`config.mk`:
```
export PLATFORM = sky130hd
export DESIGN_NAME = timer_ctrl_flat
export DESIGN_NICKNAME = d
export VERILOG_FILES = /design/src/rtl/timer_ctrl_if.sv /design/src/rtl/timer_ctrl.sv /design/src/flat_wrapper.sv
export SDC_FILE = /design/constraint.sdc
export NUM_CORES = 1
export LEC_CHECK = 0
export ABC_AREA = 1
export ABC_CLOCK_PERIOD_IN_PS = 2900
export CORE_MARGIN = 1
export CORE_UTILIZATION = 50
export DETAILED_ROUTE_END_ITERATION = 8
export PLACE_DENSITY = 0.77
export SLEW_MARGIN = 0
export SYNTH_ARGS = -nofsm -noshare
export SYNTH_HDL_FRONTEND = slang
export SYNTH_SLANG_ARGS = --single-unit
export TNS_END_PERCENT = 20
```
`constraint.sdc`:
```
create_clock -name clk -period 2.9 [get_ports clk]
set_input_delay 0.58 -clock clk [delete_from_list [all_inputs] [get_ports clk]]
set_output_delay 0.58 -clock clk [all_outputs]
set_load 0.01 [all_outputs]
```
`src/rtl/timer_ctrl_if.sv`:
```
// Command and status bundle between the command decoder, timer_ctrl and the Timer datapath.
interface timer_ctrl_if;
    logic        play_pause;
    logic        stop;
    logic        skip_fwd;
    logic        skip_back;
    logic [9:0]  track_len;
    logic        count;
    logic [5:0]  adder;
    logic [10:0] elapsed;
    logic        sec_tick;
    logic [1:0]  state;
    logic        track_done;

    modport master (
        output play_pause, stop, skip_fwd, skip_back, track_len,
        input  count, adder, elapsed, sec_tick, state, track_done
    );

    modport slave (
        input  play_pause, stop, skip_fwd, skip_back, track_len,
        output count, adder, elapsed, sec_tick, state, track_done
    );
endinterface

```
`src/rtl/timer_ctrl.sv`:
```
// Playback-time controller: turns play/pause/stop/skip commands into the Timer run-enable
// and seek offset, derives the 1 s tick and flags end-of-track.
module timer_ctrl #(
    parameter int unsigned TICK_DIV = 50_000_000,
    parameter int unsigned SKIP_SEC = 10
) (
    input  logic         clk,
    input  logic         reset,
    timer_ctrl_if.slave  bus
);

    localparam int unsigned PRE_W    = (TICK_DIV > 1) ? $clog2(TICK_DIV) : 1;
    localparam int unsigned PLAYED_W = 10;
    localparam int unsigned ADDER_W  = 6;
    localparam int unsigned ELAP_W   = 11;

    typedef enum logic [1:0] {
        IDLE    = 2'd0,
        PLAYING = 2'd1,
        PAUSED  = 2'd2,
        DONE    = 2'd3
    } state_t;

    state_t                state_q, state_d;
    logic [PLAYED_W-1:0]   played_q, played_d;
    logic [ADDER_W-1:0]    adder_q, adder_d;
    logic [PRE_W-1:0]      pre_q, pre_d;
    logic                  track_done_q, track_done_d;

    logic [ELAP_W-1:0]     elapsed_c;
    logic                  running_c;
    logic                  end_hit_c;
    logic                  wrap_c;
    logic                  skip_ok_c;
    logic [ADDER_W:0]      fwd_sum_c;

    assign elapsed_c = ELAP_W'(played_q) + ELAP_W'(adder_q);
    assign running_c = (state_q == PLAYING) || (state_q == PAUSED);
    assign end_hit_c = running_c && (elapsed_c >= ELAP_W'(bus.track_len));
    // Counting freezes on the end-detect cycle so the value shown in DONE is the one that ended it.
    assign wrap_c    = (state_q == PLAYING) && !end_hit_c && (pre_q == PRE_W'(TICK_DIV - 1));
    assign skip_ok_c = running_c && !end_hit_c && !bus.play_pause && (bus.skip_fwd ^ bus.skip_back);
    assign fwd_sum_c = (ADDER_W+1)'(adder_q) + (ADDER_W+1)'(SKIP_SEC);

    // State and counter registers.
    always_ff @(posedge clk) begin
        if (reset) begin
            state_q      <= IDLE;
            played_q     <= '0;
            adder_q      <= '0;
            pre_q        <= '0;
            track_done_q <= 1'b0;
        end else begin
            state_q      <= state_d;
            played_q     <= played_d;
            adder_q      <= adder_d;
            pre_q        <= pre_d;
            track_done_q <= track_done_d;
        end
    end

    // Next-state, counter and offset logic; stop beats end detection, which beats everything else.
    always_comb begin
        state_d      = state_q;
        played_d     = played_q;
        adder_d      = adder_q;
        pre_d        = pre_q;
        track_done_d = 1'b0;

        if (bus.stop) begin
            state_d  = IDLE;
            played_d = '0;
            adder_d  = '0;
            pre_d    = '0;
        end else if (end_hit_c) begin
            state_d      = DONE;
            track_done_d = 1'b1;
        end else begin
            if (state_q == PLAYING) begin
                if (wrap_c) begin
                    pre_d = '0;
                    if (played_q != {PLAYED_W{1'b1}}) begin
                        played_d = played_q + PLAYED_W'(1);
                    end
                end else begin
                    pre_d = pre_q + PRE_W'(1);
                end
            end

            case (state_q)
                IDLE: begin
                    if (bus.play_pause && (bus.track_len != '0)) begin
                        state_d = PLAYING;
                    end
                end
                PLAYING: begin
                    if (bus.play_pause) begin
                        state_d = PAUSED;
                    end
                end
                PAUSED: begin
                    if (bus.play_pause) begin
                        state_d = PLAYING;
                    end
                end
                DONE: begin
                    if (bus.play_pause) begin
                        state_d  = PLAYING;
                        played_d = '0;
                        adder_d  = '0;
                        pre_d    = '0;
                    end
                end
                default: state_d = IDLE;
            endcase

            if (skip_ok_c) begin
                if (bus.skip_fwd) begin
                    adder_d = (fwd_sum_c > (ADDER_W+1)'({ADDER_W{1'b1}})) ? {ADDER_W{1'b1}}
                                                                           : ADDER_W'(fwd_sum_c);
                end else begin
                    adder_d = (adder_q < ADDER_W'(SKIP_SEC)) ? '0 : (adder_q - ADDER_W'(SKIP_SEC));
                end
            end
        end
    end

    assign bus.count      = (state_q == PLAYING);
    assign bus.state      = state_q;
    assign bus.adder      = adder_q;
    assign bus.elapsed    = elapsed_c;
    assign bus.sec_tick   = wrap_c;
    assign bus.track_done = track_done_q;

endmodule

```
`src/flat_wrapper.sv`:
```
// flat-port wrapper written by rule: the top's interface ports become plain ports
module timer_ctrl_flat 
#(
    parameter int unsigned TICK_DIV = 50_000_000,
    parameter int unsigned SKIP_SEC = 10
)
  (clk, reset, bus_play_pause, bus_stop, bus_skip_fwd, bus_skip_back, bus_track_len, bus_count, bus_adder, bus_elapsed, bus_sec_tick, bus_state, bus_track_done);
  timer_ctrl_if bus_i ();
  input  logic clk;
  input  logic reset;
  input wire logic [$bits(bus_i.play_pause)-1:0] bus_play_pause;
  input wire logic [$bits(bus_i.stop)-1:0] bus_stop;
  input wire logic [$bits(bus_i.skip_fwd)-1:0] bus_skip_fwd;
  input wire logic [$bits(bus_i.skip_back)-1:0] bus_skip_back;
  input wire logic [$bits(bus_i.track_len)-1:0] bus_track_len;
  output wire logic [$bits(bus_i.count)-1:0] bus_count;
  output wire logic [$bits(bus_i.adder)-1:0] bus_adder;
  output wire logic [$bits(bus_i.elapsed)-1:0] bus_elapsed;
  output wire logic [$bits(bus_i.sec_tick)-1:0] bus_sec_tick;
  output wire logic [$bits(bus_i.state)-1:0] bus_state;
  output wire logic [$bits(bus_i.track_done)-1:0] bus_track_done;
  assign bus_i.play_pause = bus_play_pause;
  assign bus_i.stop = bus_stop;
  assign bus_i.skip_fwd = bus_skip_fwd;
  assign bus_i.skip_back = bus_skip_back;
  assign bus_i.track_len = bus_track_len;
  assign bus_count = bus_i.count;
  assign bus_adder = bus_i.adder;
  assign bus_elapsed = bus_i.elapsed;
  assign bus_sec_tick = bus_i.sec_tick;
  assign bus_state = bus_i.state;
  assign bus_track_done = bus_i.track_done;
  timer_ctrl #(.TICK_DIV(TICK_DIV), .SKIP_SEC(SKIP_SEC)) u_core (.clk(clk), .reset(reset), .bus(bus_i));
endmodule
```
==> flow_summary.json <==
{
  "number_of_pins_exceeding_their_max_slew_limit_in_the_final_report": 0,
  "wl_on_met1_mm": 4.240,
  "hp-start": "u_core.pre_q[22]",
  "mappedNetlistArea_mm2": 0.003646,
  "cp-end-kind": "output port",
  "critPathKind": "reg2out",
  "fp.dieW_um": 87.40,
  "run_status": "finished, violations left",
  "met2RoutedLength_mm": 5.266,
  "finalHoldViolCount": 0,
  "measured_slew_at_the_worst_slew_check_pin_ns": 0.4437,
  "worst_ep_arrival_time_ns": 2.81,
  "number_of_remaining_drc_errors": 0,
  "port-buffer-count": 37,
  "final.setup.worst_slack_ns": -0.4914,
  "n_antenna_cell": 0,
  "worstSetupStartpointType": "register",
  "dp_hpwl_mm": 7.597,
  "die_footprint_mm2": 0.007638,
  "synth_mux_area_share_pct": 0,
  "timing.hold.worst.class": "reg2reg",
  "overall_via_count_from_detail_route": 3930,
  "route.final.wire_length_mm": 10.64,
  "cts_inserted_buffers": 5,
  "maximum_number_of_pins_on_one_net_before_global_route_repair": 14,
  "synth.yosys.seq_area_share_pct": 24.71,
  "max-clock-path-buffers": 2,
  "synth-compound-area-share_pct": 12.70,
  "failed_checks": "setup timing",
  "dr.pass1.iters": 5,
  "instances_no_fill": 730,
  "filler_cell_count": 528,
  "synth-seq-cells": 45,
  "ant_nets": 0,
  "synthAdderAreaFrac_pct": 9.128,
  "synth_top_flop_cell": "sky130_fd_sc_hd__dfxtp_1",
  "power-per-cell-area_mw_per_mm2": 248.3,
  "clock-skew-final_ns": 0.01110,
  "initialDrtViolationCount": 239,
  "synth.net_count": 563,
  "cts.root.buffer_cell": "sky130_fd_sc_hd__clkbuf_8",
  "syn_to_final_growth_pct": 38.02,
  "crit_path_start": "u_core.bus.adder[0]",
  "clock_insertion_delay_worst_skew_ns": 0.30,
  "largest_family_of_logic_cells_by_synthesized_area": "simple AND/OR/NAND/NOR gates",
  "clkSlewWorstSetupHoldPaths_ns": 0.08,
  "boundaryPins": 38,
  "floorplan.initialDensity_pct": 52.79,
  "clock_sinks": 45,
  "finalNetCount": 675,
  "final_core_utilization_pct": 72.86,
  "die_ht_um": 87.40,
  "period_minus_slack_ns": 3.391,
  "p_leak_uw": 0.002350,
  "gr-total-overflow": 0,
  "cts_tree": "built",
  "routability_congestion": 0.9379,
  "ys_async_sr_fraction_pct": 0,
  "number_of_global_route_vias_before_repair": 3812,
  "synth_xor_area_share_pct": 8.648,
  "dr.max_layer_used": "met4",
  "met3WireLength_um": 651,
  "fp-row-count": 30,
  "grt_pass1_wl_mm": 17.13,
  "max-cap-violations": 0,
  "grt_setup_unrepaired": "true",
  "setup_viol": 46,
  "floorplan.core_area_mm2": 0.006907,
  "synth_warnings": 0,
  "groute.usage.overall_pct": 28.79,
  "final.hold.worst_slack_ns": 0.4876,
  "synthesis.instances": 521,
  "worst_slew_margin_rel_pct": 70.39,
  "layout-drive-gt1-share_pct": 25.39,
  "synth_cell_type_count": 46,
  "synthSimpleGateAreaFrac_pct": 35.14,
  "required_ns": 2.32,
  "routed_wire_length_per_instance_um": 14.58,
  "syn_area_per_cell_um2": 6.998,
  "critPathMaxFanout": 3,
  "max_freq_mhz": 294.9,
  "post-place-cells": 705,
  "worst_ir_drop_vdd_mv": 0.2933,
  "count_of_h_tree_levels_built_during_cts": 2,
  "regToRegStartpoint": "u_core.bus.adder[0]",
  "synth-edff-count": 0,
  "post_drt_via_cell_ratio": 5.384,
  "grt_antenna_before_repair": 0,
  "cts.hold.buffers_added": 0,
  "period_share_pct": 116.9
}
worst max-delay path, cell delays in order, from the launching register on:
cell and delay [ns]:
sky130_fd_sc_hd__dfxtp_1 0.33, sky130_fd_sc_hd__ha_2 0.20, sky130_fd_sc_hd__fa_2 0.36, sky130_fd_sc_hd__a31oi_1 0.26, sky130_fd_sc_hd__xnor2_1 0.19, sky130_fd_sc_hd__ha_1 0.29, sky130_fd_sc_hd__nand2_1 0.06, sky130_fd_sc_hd__nand2_1 0.05
sky130_fd_sc_hd__a21oi_2 0.13, sky130_fd_sc_hd__nand2_1 0.06, sky130_fd_sc_hd__nand2_1 0.05, sky130_fd_sc_hd__nand2_1 0.06, sky130_fd_sc_hd__nand2_2 0.07, sky130_fd_sc_hd__nand3_2 0.08, sky130_fd_sc_hd__nand2_4 0.08, sky130_fd_sc_hd__nand3_4 0.06
sky130_fd_sc_hd__inv_2 0.07, sky130_fd_sc_hd__buf_6 0.09
placed cells by master, fill, tap and decap left out, types with 3 or more instances in the layout:
| cell | n |
|---|---|
| sky130_fd_sc_hd__buf_12 | 5 |
| sky130_fd_sc_hd__clkdlybuf4s50_1 | 31 |
| sky130_fd_sc_hd__o21ai_0 | 9 |
| sky130_fd_sc_hd__nor4_1 | 3 |
| sky130_fd_sc_hd__nand2_1 | 122 |
| sky130_fd_sc_hd__nor3_4 | 3 |
| sky130_fd_sc_hd__inv_1 | 70 |
| sky130_fd_sc_hd__xor2_1 | 25 |
| sky130_fd_sc_hd__nor2_2 | 8 |
| sky130_fd_sc_hd__nor2_1 | 42 |
| sky130_fd_sc_hd__nand4_1 | 23 |
| sky130_fd_sc_hd__a21oi_2 | 8 |
| sky130_fd_sc_hd__o21ai_1 | 8 |
| sky130_fd_sc_hd__o22ai_2 | 7 |
| sky130_fd_sc_hd__buf_6 | 10 |
| sky130_fd_sc_hd__buf_4 | 63 |
| sky130_fd_sc_hd__o21ai_2 | 10 |
| sky130_fd_sc_hd__nor3_1 | 9 |
| sky130_fd_sc_hd__o21bai_1 | 3 |
| sky130_fd_sc_hd__nand3_2 | 4 |
| sky130_fd_sc_hd__a21oi_1 | 19 |
| sky130_fd_sc_hd__xnor2_1 | 8 |
| sky130_fd_sc_hd__nand3_1 | 23 |
| sky130_fd_sc_hd__ha_1 | 23 |
| sky130_fd_sc_hd__nand2_8 | 3 |
| sky130_fd_sc_hd__clkbuf_8 | 6 |
| sky130_fd_sc_hd__dfxtp_1 | 42 |
| sky130_fd_sc_hd__nand2_2 | 4 |
flip-flops by register name, indices dropped and copies added (netlist names):
signal                 cells
u_core.played_q           10
u_core.bus.track_done      1
u_core.bus.adder           6
u_core.bus.state           2
u_core.pre_q              26
kinds of logic after synthesis:
logic type,Yosys count
xor gates and xnor gates,36
buffers and inverters,82
AOI/OAI and AO/OA,73
DFF,45
adders and majority gates,26
and+or+nand+nor,259
Yosys cell counts (2+ instances only):
master | count | share of area, %
sky130_fd_sc_hd__a21o_1 | 2 | 0.41
sky130_fd_sc_hd__a21oi_1 | 27 | 3.7
sky130_fd_sc_hd__buf_12 | 2 | 1.1
sky130_fd_sc_hd__buf_4 | 3 | 0.62
sky130_fd_sc_hd__dfxtp_1 | 45 | 25
sky130_fd_sc_hd__ha_1 | 25 | 8.6
sky130_fd_sc_hd__inv_1 | 70 | 7.2
sky130_fd_sc_hd__inv_2 | 5 | 0.51
sky130_fd_sc_hd__nand2_1 | 123 | 13
sky130_fd_sc_hd__nand2_2 | 4 | 0.69
sky130_fd_sc_hd__nand2_4 | 2 | 0.62
sky130_fd_sc_hd__nand3_1 | 24 | 3.3
sky130_fd_sc_hd__nand3_2 | 4 | 1.1
sky130_fd_sc_hd__nand4_1 | 23 | 3.9
sky130_fd_sc_hd__nor2_1 | 45 | 4.6
sky130_fd_sc_hd__nor2_2 | 5 | 0.86
sky130_fd_sc_hd__nor2_8 | 2 | 1.1
sky130_fd_sc_hd__nor3_1 | 10 | 1.4
sky130_fd_sc_hd__nor3_4 | 3 | 1.3
sky130_fd_sc_hd__nor4_1 | 3 | 0.51
sky130_fd_sc_hd__o211ai_1 | 2 | 0.41
sky130_fd_sc_hd__o21ai_0 | 20 | 2.7
sky130_fd_sc_hd__o21ai_1 | 3 | 0.41
sky130_fd_sc_hd__o21ai_2 | 4 | 0.96
sky130_fd_sc_hd__o21bai_1 | 3 | 0.62
sky130_fd_sc_hd__o22ai_2 | 7 | 2.4
sky130_fd_sc_hd__or2_2 | 2 | 0.34
sky130_fd_sc_hd__xnor2_1 | 9 | 2.2
sky130_fd_sc_hd__xor2_1 | 27 | 6.5
area by class of cell:
cell class	instances	area, um2	share of cell area, %
Multi-Input combinational cell	395	2554	50.75
Timing Repair Buffer	111	1039	20.64
Sequential cell	45	907.1	18.03
Inverter	75	296.5	5.893
Tap cell	96	120.1	2.387
Clock buffer	7	86.33	1.716
Clock inverter	1	30.03	0.5967
per-layer routing:
layer	up-vias	track usage (%)
met5	-	0
met4	0	13.56
met3	49	4.360
met2	165	51.85
met1	1788	33.24
li1	1928	-
stage by stage:
| step | worst slack [ns] | instance area, um2 | TNS [ns] | total power (uW) |
|---|---|---|---|---|
| 2_1_floorplan | -0.3127 | 3692 | -0.6389 | 699.6 |
| 3_3_place_gp | -0.5183 | 4572 | -6.643 | 758.5 |
| 3_5_place_dp | -0.6142 | 4572 | -11.65 | 761.7 |
| 4_1_cts | -0.5123 | 4974 | -10.34 | 1253 |
| 5_1_grt | -0.6771 | 5032 | -20.28 | 1292 |
| 6_report | -0.4914 | 5032 | -11.37 | 1249 |
worst paths after layout:
path	cells after the start	slack (ns)	end
setup / recovery	17	-0.49	bus_sec_tick
hold / removal	2	0.49	u_core.pre_q[22]
setup reg to reg	24	-0.38	u_core.pre_q[0]
hold reg to reg	2	0.49	u_core.pre_q[22]
power by group:
group          internal (uW)  switching (uW)  total, uW
registers                619            3.00        622
logic                   64.5            73.2        138
clock network            281             209        490
timing repair:
item,CTS,global route
endpoints found under the setup margin,48,50
cloned,2,0
buffers inserted,13,2
gates resized for setup,53,13
pin swaps,10,6
Power figures use the tool's default switching activity.
